==> config.mk <==
export PLATFORM = sky130hd
export DESIGN_NAME = uart_flat
export DESIGN_NICKNAME = d
export VERILOG_FILES = /design/src/rtl/uart_pkg.sv /design/src/rtl/uart_if.sv /design/src/rtl/uart_rx.sv /design/src/rtl/uart.sv /design/src/flat_wrapper.sv
export SDC_FILE = /design/constraint.sdc
export NUM_CORES = 1
export LEC_CHECK = 0
export ABC_AREA = 1
export CAP_MARGIN = 20
export CORE_MARGIN = 5
export CORE_UTILIZATION = 30
export CTS_CLUSTER_DIAMETER = 30
export DETAILED_ROUTE_END_ITERATION = 16
export PLACE_DENSITY = 0.42
export SYNTH_ARGS = -nofsm -noshare
export SYNTH_HDL_FRONTEND = slang
export SYNTH_SLANG_ARGS = --single-unit
==> constraint.sdc <==
create_clock -name clk -period 3 [get_ports clk]
set_clock_uncertainty 0.15 [all_clocks]
set_input_delay 0.9 -clock clk [delete_from_list [all_inputs] [get_ports clk]]
set_output_delay 0.9 -clock clk [all_outputs]
set_load 0.02 [all_outputs]
==> src/rtl/uart_pkg.sv <==
// rtl/uart_pkg.sv - shared FSM encodings, frame constants and divisor clamp for the 8N1 UART
package uart_pkg;

    localparam int          FRAME_DATA_BITS = 8;
    localparam logic [15:0] MIN_BAUD_DIV    = 16'd2;

    localparam logic [1:0] ST_IDLE  = 2'd0;
    localparam logic [1:0] ST_START = 2'd1;
    localparam logic [1:0] ST_DATA  = 2'd2;
    localparam logic [1:0] ST_STOP  = 2'd3;

    // Divisors below two cannot express a bit centre, so they are raised to two.
    function automatic logic [15:0] eff_div(input logic [15:0] d);
        return (d < MIN_BAUD_DIV) ? MIN_BAUD_DIV : d;
    endfunction

endpackage

==> src/rtl/uart_if.sv <==
// rtl/uart_if.sv - parallel handshake and serial line bundle between a host and the UART
interface uart_if;
    logic [15:0] baud_div;
    logic        rx_in;
    logic        tx_out;
    logic        rx_latch;
    logic [7:0]  rx_data;
    logic        tx_latch;
    logic [7:0]  tx_data;
    logic        tx_empty;

    modport slave (
        input  baud_div, rx_in, tx_latch, tx_data,
        output tx_out, rx_latch, rx_data, tx_empty
    );

    modport master (
        output baud_div, rx_in, tx_latch, tx_data,
        input  tx_out, rx_latch, rx_data, tx_empty
    );
endinterface

==> src/rtl/uart_rx.sv <==
// rtl/uart_rx.sv - rx_in synchronizer, start-edge detector and centre-sampling RX FSM
// UART_FRAMING_CHECK_EN: when defined, a frame whose stop bit samples low is discarded.
module uart_rx
    import uart_pkg::*;
#(
    parameter int SYNC_STAGES = 2
) (
    input  logic        clk,
    input  logic        reset,
    input  logic [15:0] baud_div,
    input  logic        rx_in,
    output logic        rx_latch,
    output logic [7:0]  rx_data
);

    logic [SYNC_STAGES-1:0] sync;
    logic                   rx_s;
    logic                   rx_prev;
    logic [1:0]             state;
    logic [15:0]            cnt;
    logic [15:0]            div;
    logic [2:0]             bit_idx;
    logic [7:0]             shreg;

    assign rx_s = sync[SYNC_STAGES-1];

    always_ff @(posedge clk or negedge reset) begin
        if (!reset) begin
            sync     <= '1;
            rx_prev  <= 1'b1;
            state    <= ST_IDLE;
            cnt      <= 16'd0;
            div      <= MIN_BAUD_DIV;
            bit_idx  <= 3'd0;
            shreg    <= 8'h00;
            rx_latch <= 1'b0;
            rx_data  <= 8'h00;
        end else begin
            sync     <= {sync[SYNC_STAGES-2:0], rx_in};
            rx_prev  <= rx_s;
            rx_latch <= 1'b0;
            case (state)
                // An edge (not a level) arms the receiver, so a low line after a bad stop bit waits for high.
                ST_IDLE: begin
                    if (rx_prev && !rx_s) begin
                        state <= ST_START;
                        cnt   <= 16'd0;
                        div   <= eff_div(baud_div);
                    end
                end
                ST_START: begin
                    if (cnt == (div >> 1) - 16'd1) begin
                        cnt     <= 16'd0;
                        bit_idx <= 3'd0;
                        state   <= rx_s ? ST_IDLE : ST_DATA;
                    end else begin
                        cnt <= cnt + 16'd1;
                    end
                end
                ST_DATA: begin
                    if (cnt == div - 16'd1) begin
                        cnt   <= 16'd0;
                        shreg <= {rx_s, shreg[7:1]};
                        if (bit_idx == 3'(FRAME_DATA_BITS - 1)) begin
                            state <= ST_STOP;
                        end else begin
                            bit_idx <= bit_idx + 3'd1;
                        end
                    end else begin
                        cnt <= cnt + 16'd1;
                    end
                end
                ST_STOP: begin
                    if (cnt == div - 16'd1) begin
                        cnt   <= 16'd0;
                        state <= ST_IDLE;
`ifdef UART_FRAMING_CHECK_EN
                        if (rx_s) begin
                            rx_data  <= shreg;
                            rx_latch <= 1'b1;
                        end
`else
                        rx_data  <= shreg;
                        rx_latch <= 1'b1;
`endif
                    end else begin
                        cnt <= cnt + 16'd1;
                    end
                end
                default: state <= ST_IDLE;
            endcase
        end
    end

endmodule

==> src/rtl/uart.sv <==
// rtl/uart.sv - full-duplex 8N1 UART top: TX FSM and shifter here, receiver in uart_rx
// UART_FRAMING_CHECK_EN: enables stop-bit framing-error discard in the receiver.
module uart
    import uart_pkg::*;
#(
    parameter int SYNC_STAGES = 2
) (
    input  logic    clk,
    input  logic    reset,
    uart_if.slave   bus
);

    logic [1:0]  tx_state;
    logic [15:0] tx_cnt;
    logic [15:0] tx_div;
    logic [2:0]  tx_bit;
    logic [7:0]  tx_shreg;
    logic        tx_line;
    logic        rx_latch;
    logic [7:0]  rx_data;

    assign bus.tx_out   = tx_line;
    assign bus.tx_empty = (tx_state == ST_IDLE);
    assign bus.rx_latch = rx_latch;
    assign bus.rx_data  = rx_data;

    // The final cycle of every stop bit is spent in IDLE, so an accepted byte starts with no gap.
    always_ff @(posedge clk or negedge reset) begin
        if (!reset) begin
            tx_state <= ST_IDLE;
            tx_cnt   <= 16'd0;
            tx_div   <= MIN_BAUD_DIV;
            tx_bit   <= 3'd0;
            tx_shreg <= 8'h00;
            tx_line  <= 1'b1;
        end else begin
            case (tx_state)
                ST_IDLE: begin
                    if (bus.tx_latch) begin
                        tx_shreg <= bus.tx_data;
                        tx_div   <= eff_div(bus.baud_div);
                        tx_cnt   <= 16'd0;
                        tx_line  <= 1'b0;
                        tx_state <= ST_START;
                    end
                end
                ST_START: begin
                    if (tx_cnt == tx_div - 16'd1) begin
                        tx_cnt   <= 16'd0;
                        tx_bit   <= 3'd0;
                        tx_line  <= tx_shreg[0];
                        tx_shreg <= {1'b0, tx_shreg[7:1]};
                        tx_state <= ST_DATA;
                    end else begin
                        tx_cnt <= tx_cnt + 16'd1;
                    end
                end
                ST_DATA: begin
                    if (tx_cnt == tx_div - 16'd1) begin
                        tx_cnt <= 16'd0;
                        if (tx_bit == 3'(FRAME_DATA_BITS - 1)) begin
                            tx_line  <= 1'b1;
                            tx_state <= ST_STOP;
                        end else begin
                            tx_line  <= tx_shreg[0];
                            tx_shreg <= {1'b0, tx_shreg[7:1]};
                            tx_bit   <= tx_bit + 3'd1;
                        end
                    end else begin
                        tx_cnt <= tx_cnt + 16'd1;
                    end
                end
                ST_STOP: begin
                    if (tx_cnt == tx_div - 16'd2) begin
                        tx_cnt   <= 16'd0;
                        tx_state <= ST_IDLE;
                    end else begin
                        tx_cnt <= tx_cnt + 16'd1;
                    end
                end
                default: tx_state <= ST_IDLE;
            endcase
        end
    end

    uart_rx #(
        .SYNC_STAGES (SYNC_STAGES)
    ) u_rx (
        .clk      (clk),
        .reset    (reset),
        .baud_div (bus.baud_div),
        .rx_in    (bus.rx_in),
        .rx_latch (rx_latch),
        .rx_data  (rx_data)
    );

endmodule

==> src/flat_wrapper.sv <==
// flat-port wrapper written by rule: the top's interface ports become plain ports
module uart_flat import uart_pkg::*;
#(
    parameter int SYNC_STAGES = 2
)
  (clk, reset, bus_baud_div, bus_rx_in, bus_tx_latch, bus_tx_data, bus_tx_out, bus_rx_latch, bus_rx_data, bus_tx_empty);
  uart_if bus_i ();
  input  logic clk;
  input  logic reset;
  input wire logic [$bits(bus_i.baud_div)-1:0] bus_baud_div;
  input wire logic [$bits(bus_i.rx_in)-1:0] bus_rx_in;
  input wire logic [$bits(bus_i.tx_latch)-1:0] bus_tx_latch;
  input wire logic [$bits(bus_i.tx_data)-1:0] bus_tx_data;
  output wire logic [$bits(bus_i.tx_out)-1:0] bus_tx_out;
  output wire logic [$bits(bus_i.rx_latch)-1:0] bus_rx_latch;
  output wire logic [$bits(bus_i.rx_data)-1:0] bus_rx_data;
  output wire logic [$bits(bus_i.tx_empty)-1:0] bus_tx_empty;
  assign bus_i.baud_div = bus_baud_div;
  assign bus_i.rx_in = bus_rx_in;
  assign bus_i.tx_latch = bus_tx_latch;
  assign bus_i.tx_data = bus_tx_data;
  assign bus_tx_out = bus_i.tx_out;
  assign bus_rx_latch = bus_i.rx_latch;
  assign bus_rx_data = bus_i.rx_data;
  assign bus_tx_empty = bus_i.tx_empty;
  uart #(.SYNC_STAGES(SYNC_STAGES)) u_core (.clk(clk), .reset(reset), .bus(bus_i));
endmodule
==> results.md, run 1 <==
* DRC Markers at 0
* Final setup vio count at 0
* Layout overhead on the synthesized area at 14.8%
* Num rows at 57
* Clk slew on worst S/H paths at 0.09 ns
* P_leak at 4.04 nW
* Fin. Hold Viols at 0
* Post-route clock period utilization at 92.3%
* Max Fclk at 361 MHz
* Clock Sinks at 103
* Critical Path Start Type: flip-flop
* 1st-iter DRT viols at 321
* Most common cell after layout, fill and taps aside: nand2_1
* Fraction of layout cells with a size suffix above 1 at 11.3%
* Initial antenna violation count at 0
* Antenna cells at 0
* WS Path Type: reg2reg
* Reg-to-reg endpoint: u_core.u_rx.cnt[13]$_DFFE_PN0P_
* Syn Std Cell Area at 7340 sq um
* RSZ-0062 raised after global routing: no
* Root buf cell: clkbuf_16
* CTS tree: built
* Number of global-route vias before repair at 6161
* Distinct cells, synth at 45
* Critical R2R Launch: u_core.u_rx.div[1]$_DFFE_PN1P_
* Slew HR at 63.5%
* Slew @ Worst Pin at 0.545 ns
* CP max stage cell: dfstp_2
* GRT Util Overall at 14.7%
* Delay-heaviest family, CP: simple AND/OR/NAND/NOR gates
* Drt total wl at 20200 microns
* Wirelength per Cell at 14.6 microns
* Average cell area after synthesis at 7.19 sq um
* Dominant synthesized flop cell: dfrtp_1
* Initial core utilization at 30.3%
* Synthesized net count at 1064
* Die X at 166 microns
* Async S/R FF share, synth at 100%
* Pwr per Cell Area at 853 nW/um^2
* CTS Buf Count at 9
* First-pass GRT wire length at 33300 microns
* CP Launch Point: u_core.u_rx.div[1]$_DFFE_PN1P_
* Max H-tree Level at 3
* WP data required at 3.09 ns
* Sum Neg Setup Slack at 0 ns
* Fin crit period at 2.77 ns
* DR pass1 iterations at 5
* Most common cell on crit path: nand2_1
* Die area at 27700 sq um
* Core area at 24200 sq um
* Worst min path class: reg2reg
* Tot Pwr at 7.19 mW
* Sequential area share after synthesis at 35.2%
* Crit path max fanout at 8
* Worst vdd ir at 0.399 mV
* Slowest stage delay, CP at 0.54 ns
* Status: complete, no violations
* Clock Tree Buf Depth at 2
* Critical path cell sequence: inv_1 > ha_1 > nand2_1 > nor2_1 > nand2_1 > nand2_1 > nor2_1 > nand2_1 > nor2_1 > nand2_1 > nor2_1 > nand3_2 > inv_4 > o21ai_2 > nand2_1 > o21ai_0
* Height of the die at 166 microns
* Max_cap viols at 0
* Buffers & Inverters on Critical Path at 2
* CP Depth at 16
* IO Count at 39
* Vias at 6258
* Hold_buf cts at 0
* R2r setup slk at 0.23 ns
* Synth Instances at 1021
* Post-DP HPWL at 15700 microns
* Setup bufs post-CTS at 0
* Slew Viols, Final at 0
* Routability cong. at 0.861
* R2R cell count at 16
* Crit path DAT at 2.86 ns
* Routed Antenna Nets at 0
* Critical Path End Type: flip-flop
* YS warnings at 0
* Total congestion overflow at 0
* Worst-Skew Late Latency at 0.37 ns
* Number of port buffers at 38
* Pin count of the biggest net entering global routing at 49
* Number of flops mapped to enable cells by yosys at 0
* Fill cells at 2664
* Worst Setup EP: u_core.u_rx.cnt[13]$_DFFE_PN0P_
* Commonest cells after routing, fill and taps aside: nand2_1 (328), inv_1 (106), dfrtp_1 (97)
* #FFs+latches synth at 103
* Layout Nets at 1105
* Via-to-Cell Ratio at 4.50
==> how the worst min path moves through the flow <==
stage | from | to | depth (start not counted)
final | u_core.u_rx.sync[0]$_DFF_PN1_ | u_core.u_rx.sync[1]$_DFF_PN1_ | 0
after detailed placement | u_core.u_rx.sync[0]$_DFF_PN1_ | u_core.u_rx.sync[1]$_DFF_PN1_ | 0
after CTS | u_core.u_rx.sync[0]$_DFF_PN1_ | u_core.u_rx.sync[1]$_DFF_PN1_ | 0
after floorplan | u_core.u_rx.sync[0]$_DFF_PN1_ | u_core.u_rx.sync[1]$_DFF_PN1_ | 0
after global routing | u_core.u_rx.sync[0]$_DFF_PN1_ | u_core.u_rx.sync[1]$_DFF_PN1_ | 0
after global placement | u_core.u_rx.sync[0]$_DFF_PN1_ | u_core.u_rx.sync[1]$_DFF_PN1_ | 0
==> cells in the mapped netlist (all sizes together) (10+ instances only) <==
cell type	instances	area share [%]
dfrtp	97	33
mux2	10	1.5
o21ai	64	4.9
nor2	116	7.1
nand3b	16	1.9
nand3	80	6.1
inv	110	5.7
ha	15	2.6
nand4	20	1.7
clkbuf	15	0.82
xnor2	30	3.6
nand2	346	19
xor2	50	6.1
==> metal layers <==
layer | global-route usage, % | part of all wire (%) | vias up
met2 | 21.5 | 41 | 93
met1 | 22.3 | 54 | 2846
li1 | - | - | 3304
met3 | 2.77 | 3.7 | 15
met4 | 3.34 | 1.1 | 0
met5 | 0 | 0 | -
==> worst reg2reg max path, stage by stage, from the launching register on <==
cell and delay (ns):
dfstp_2 0.54, inv_1 0.10, ha_1 0.26, nand2_1 0.18
nor2_1 0.11, nand2_1 0.09, nand2_1 0.05, nor2_1 0.08
nand2_1 0.08, nor2_1 0.09, nand2_1 0.07, nor2_1 0.11
nand3_2 0.19, inv_4 0.19, o21ai_2 0.18, nand2_1 0.11
o21ai_0 0.08
==> state kept, by name, indices dropped and copies added, names as in the netlist, named ones only <==
name and flops:
u_core.u_rx.rx_latch 1, u_core.u_rx.rx_prev 1, u_core.u_rx.cnt 16, u_core.bus.tx_out 1, u_core.tx_bit 3, u_core.tx_cnt 16, u_core.u_rx.state 1, u_core.tx_state 2
u_core.u_rx.shreg 8, u_core.u_rx.div 16, u_core.tx_shreg 8, u_core.tx_div 16, u_core.u_rx.bit_idx 3, u_core.u_rx.sync 2, u_core.u_rx.rx_data 8
==> timing repair <==
action / CTS / global route
endpoints found under the setup margin: 0 / 16
hold endpoints to repair: 0 / 0
gates resized for setup: 0 / 1
==> kinds of logic after synthesis <==
logic type                 count (synthesis)  synth area share (%)
AOI/OAI and AO/OA                         80                  6.25
xor gates and xnor gates                  80                  9.64
adders and majority gates                 15                  2.56
buffers and inverters                    137                  7.75
DFF                                      103                  35.2
muxes                                     10                  1.53
and+or+nand+nor                          596                  37.1
==> power breakdown <==
group          total, mW  internal [mW]  leakage, nW  switching (mW)
Combinational       3.75           1.35         2.55            2.40
Clock               1.23          0.597        0.150           0.638
Sequential          2.20           1.74         1.34           0.463
==> per-stage QoR <==
| stage | utilization [%] | instance area (sq um) | setup slack, ns | cells | hold slack, ns |
|---|---|---|---|---|---|
| after floorplan | - | 7340 | 0.666 | 1021 | 0.195 |
| after global placement | 33.4 | 8110 | 0.158 | 1374 | 0.195 |
| after detailed placement | 33.4 | 8110 | 0.241 | 1374 | 0.202 |
| after CTS | 34.7 | 8420 | 0.236 | 1390 | 0.217 |
| after global routing | 34.8 | 8430 | 0.0117 | 1391 | 0.220 |
| final | 34.8 | 8430 | 0.230 | 1391 | 0.215 |
==> cell type report <==
class | count | area (sq um) | share of cell area [%]
sequential | 103 | 2580 | 30.7
timing repair buffer | 53 | 503 | 5.97
multi-input combinational | 782 | 4200 | 49.9
clock inverter | 7 | 81.3 | 0.965
tap | 324 | 405 | 4.81
inverter | 113 | 427 | 5.06
clock buffer | 9 | 225 | 2.67
(Power assumes the default switching activity.)
==> inputs of run 2 (changes only) <==
--- a/config.mk
+++ b/config.mk
@@ -7,11 +7,13 @@
 export LEC_CHECK = 0
 export ABC_AREA = 1
 export CAP_MARGIN = 20
+export CELL_PAD_IN_SITES_DETAIL_PLACEMENT = 1
+export CELL_PAD_IN_SITES_GLOBAL_PLACEMENT = 1
 export CORE_MARGIN = 5
 export CORE_UTILIZATION = 30
 export CTS_CLUSTER_DIAMETER = 30
 export DETAILED_ROUTE_END_ITERATION = 16
-export PLACE_DENSITY = 0.42
+export PLACE_DENSITY = 0.54
 export SYNTH_ARGS = -nofsm -noshare
 export SYNTH_HDL_FRONTEND = slang
 export SYNTH_SLANG_ARGS = --single-unit
==> results.md, run 2 (synthesis results as in run 1) <==
* Final core utilization at 35.0% (was 34.8%)
* Layout Nets at 1109 (was 1105)
* Max H-tree Level at 3 (unchanged)
* Clk slew on worst S/H paths at 0.08 ns (was 0.09 ns)
* Hold_buf cts at 0 (unchanged)
* Total congestion overflow at 0 (unchanged)
* Crit path max fanout at 4 (was 8)
* Worst vdd ir at 0.447 mV (was 0.399 mV)
* Buffers & Inverters on Critical Path at 2 (unchanged)
* Critical path cell sequence: inv_1 > ha_1 > clkdlybuf4s50_1 (was inv_1 > ha_1 > nand2_1 > nor2_1 > nand2_1 > nand2_1 > nor2_1 > nand2_1 > nor2_1 > nand2_1 > nor2_1 > nand3_2 > inv_4 > o21ai_2 > nand2_1 > o21ai_0)
* Final setup margin at 0.260 ns (was 0.230 ns)
* Commonest cells after routing, fill and taps aside: nand2_1 (327), inv_1 (106), dfrtp_1 (97) (was nand2_1 (328), inv_1 (106), dfrtp_1 (97))
* Fin. Hold Viols at 0 (unchanged)
* Die X at 166 microns (unchanged)
* CP Launch Point: u_core.tx_state[0]$_DFFE_PN0P_ (was u_core.u_rx.div[1]$_DFFE_PN1P_)
* Slew @ Worst Pin at 0.576 ns (was 0.545 ns)
* First-pass GRT wire length at 37000 microns (was 33300 microns)
* Slew HR at 61.3% (was 63.5%)
* 1st-iter DRT viols at 271 (was 321)
* Die area at 27700 sq um (unchanged)
* Most common cell after layout, fill and taps aside: nand2_1 (unchanged)
* Via-to-Cell Ratio at 4.60 (was 4.50)
* Post-DP HPWL at 17900 microns (was 15700 microns)
* Num rows at 57 (unchanged)
* Layout overhead on the synthesized area at 15.6% (was 14.8%)
* CP max stage cell: clkdlybuf4s50_1 (was dfstp_2)
* Final setup vio count at 0 (unchanged)
* DR pass1 iterations at 4 (was 5)
* DRC Markers at 0 (unchanged)
* Clock Tree Buf Depth at 2 (unchanged)
* Pwr per Cell Area at 869 nW/um^2 (was 853 nW/um^2)
* CTS tree: built (unchanged)
* Slew Viols, Final at 0 (unchanged)
* Core area at 24200 sq um (unchanged)
* Post-route clock period utilization at 91.3% (was 92.3%)
* Slowest stage delay, CP at 0.61 ns (was 0.54 ns)
* Critical R2R Launch: u_core.u_rx.div[1]$_DFFE_PN1P_ (unchanged)
* Routed Antenna Nets at 0 (unchanged)
* Drt total wl at 22300 microns (was 20200 microns)
* Max_cap viols at 0 (unchanged)
* Vias at 6415 (was 6258)
* Height of the die at 166 microns (unchanged)
* Delay-heaviest family, CP: buffers and inverters (was simple AND/OR/NAND/NOR gates)
* Max Fclk at 365 MHz (was 361 MHz)
* R2r setup slk at 0.31 ns (was 0.23 ns)
* Clock Sinks at 103 (unchanged)
* Initial core utilization at 30.3% (unchanged)
* WP data required at 1.95 ns (was 3.09 ns)
* P_leak at 4.07 nW (was 4.04 nW)
* Root buf cell: clkbuf_16 (unchanged)
* Setup WS pre-CTS at 0.121 ns (was 0.241 ns)
* Status: complete, no violations (unchanged)
* Fraction of layout cells with a size suffix above 1 at 12.0% (was 11.3%)
* Critical Path End Type: output pin (was flip-flop)
* Pin count of the biggest net entering global routing at 47 (was 49)
* WS Path Type: reg2out (was reg2reg)
* Sum Neg Setup Slack at 0 ns (unchanged)
* RSZ-0062 raised after global routing: no (unchanged)
* Wirelength per Cell at 16.0 microns (was 14.6 microns)
* Worst min path class: reg2reg (unchanged)
* Initial antenna violation count at 0 (unchanged)
* Hold_sp: u_core.u_rx.sync[0]$_DFF_PN1_ (unchanged)
* Antenna cells at 0 (unchanged)
* Number of port buffers at 38 (unchanged)
* Routability cong. at 0.828 (was 0.861)
* Critical Path Start Type: flip-flop (unchanged)
* Hold slack at 0.210 ns (was 0.215 ns)
* GRT Util Overall at 16.4% (was 14.7%)
* Setup bufs post-CTS at 0 (unchanged)
* Fill cells at 3050 (was 2664)
* Crit path DAT at 1.69 ns (was 2.86 ns)
* Worst-Skew Late Latency at 0.36 ns (was 0.37 ns)
* IO Count at 39 (unchanged)
* Number of global-route vias before repair at 6674 (was 6161)
* Fin crit period at 2.74 ns (was 2.77 ns)
* CTS Buf Count at 9 (unchanged)
## run 2: changes by cell type in the layout (fill, tap and decap cells not counted), sizes merged
cell    before  now
clkinv       7    6
buf         16   21
bufinv       0    1
o21ai       65   64
## run 2: worst paths after layout
path	endpoint	cells past startpoint
max reg2reg	u_core.u_rx.cnt[8]$_DFFE_PN0P_	15
max	bus_tx_empty	3
min	u_core.u_rx.sync[1]$_DFF_PN1_	0
min in group asynchronous	u_core.u_rx.rx_data[3]$_DFFE_PN0P_	1
max in group asynchronous	u_core.u_rx.sync[0]$_DFF_PN1_	2
min reg2reg	u_core.u_rx.sync[1]$_DFF_PN1_	0
## run 2: routing by layer
layer	global-route usage (%)	part of all wire (%)	vias up
li1	-	-	3306
met1	24.9	54	3037
met2	24.7	43	61
met3	2.84	2.9	11
met4	2.81	0.86	0
met5	0	0	-
## run 2: repair_timing
item | 4_1_cts | 5_1_grt
gates resized for setup | 0 | 6
endpoints found under the hold margin | 0 | 0
setup endpoints to repair | 0 | 37
## run 2: final cells by class
| class | instances | area [sq um] | share of cell area (%) |
|---|---|---|---|
| Sequential cell | 103 | 2580 | 30.4 |
| Tap cell | 324 | 405 | 4.77 |
| Timing Repair Buffer | 58 | 541 | 6.37 |
| Clock buffer | 9 | 225 | 2.65 |
| Inverter | 113 | 427 | 5.02 |
| Multi-Input combinational cell | 781 | 4210 | 49.6 |
| Clock inverter | 7 | 100 | 1.18 |
## run 2: metrics by stage
| step | cells | cell area, sq um | total power, mW |
|---|---|---|---|
| final | 1395 | 8490 | 7.38 |
| after global routing | 1395 | 8490 | 8.12 |
| after CTS | 1395 | 8470 | 7.48 |
| after detailed placement | 1379 | 8150 | 6.13 |
| after global placement | 1379 | 8150 | 6.12 |
| after floorplan | 1021 | 7340 | 4.99 |
## run 2: report_power, final
| group | total, mW | internal [mW] | leakage [nW] | switching, mW |
|---|---|---|---|---|
| registers | 2.21 | 1.74 | 1.34 | 0.470 |
| clock network | 1.31 | 0.677 | 0.158 | 0.634 |
| logic | 3.86 | 1.39 | 2.57 | 2.47 |
## run 2: worst register-to-register path: stages (launching register included)
cell	delay, ns
dfstp_2	0.54
inv_1	0.09
ha_1	0.23
nand2_1	0.22
nor2_1	0.13
nand2_1	0.09
nand2_1	0.07
nand2_1	0.07
nand2_1	0.05
nand2_1	0.05
nor2_1	0.04
nand3_2	0.18
inv_4	0.09
o21ai_4	0.39
nand3_1	0.12
o21ai_0	0.10
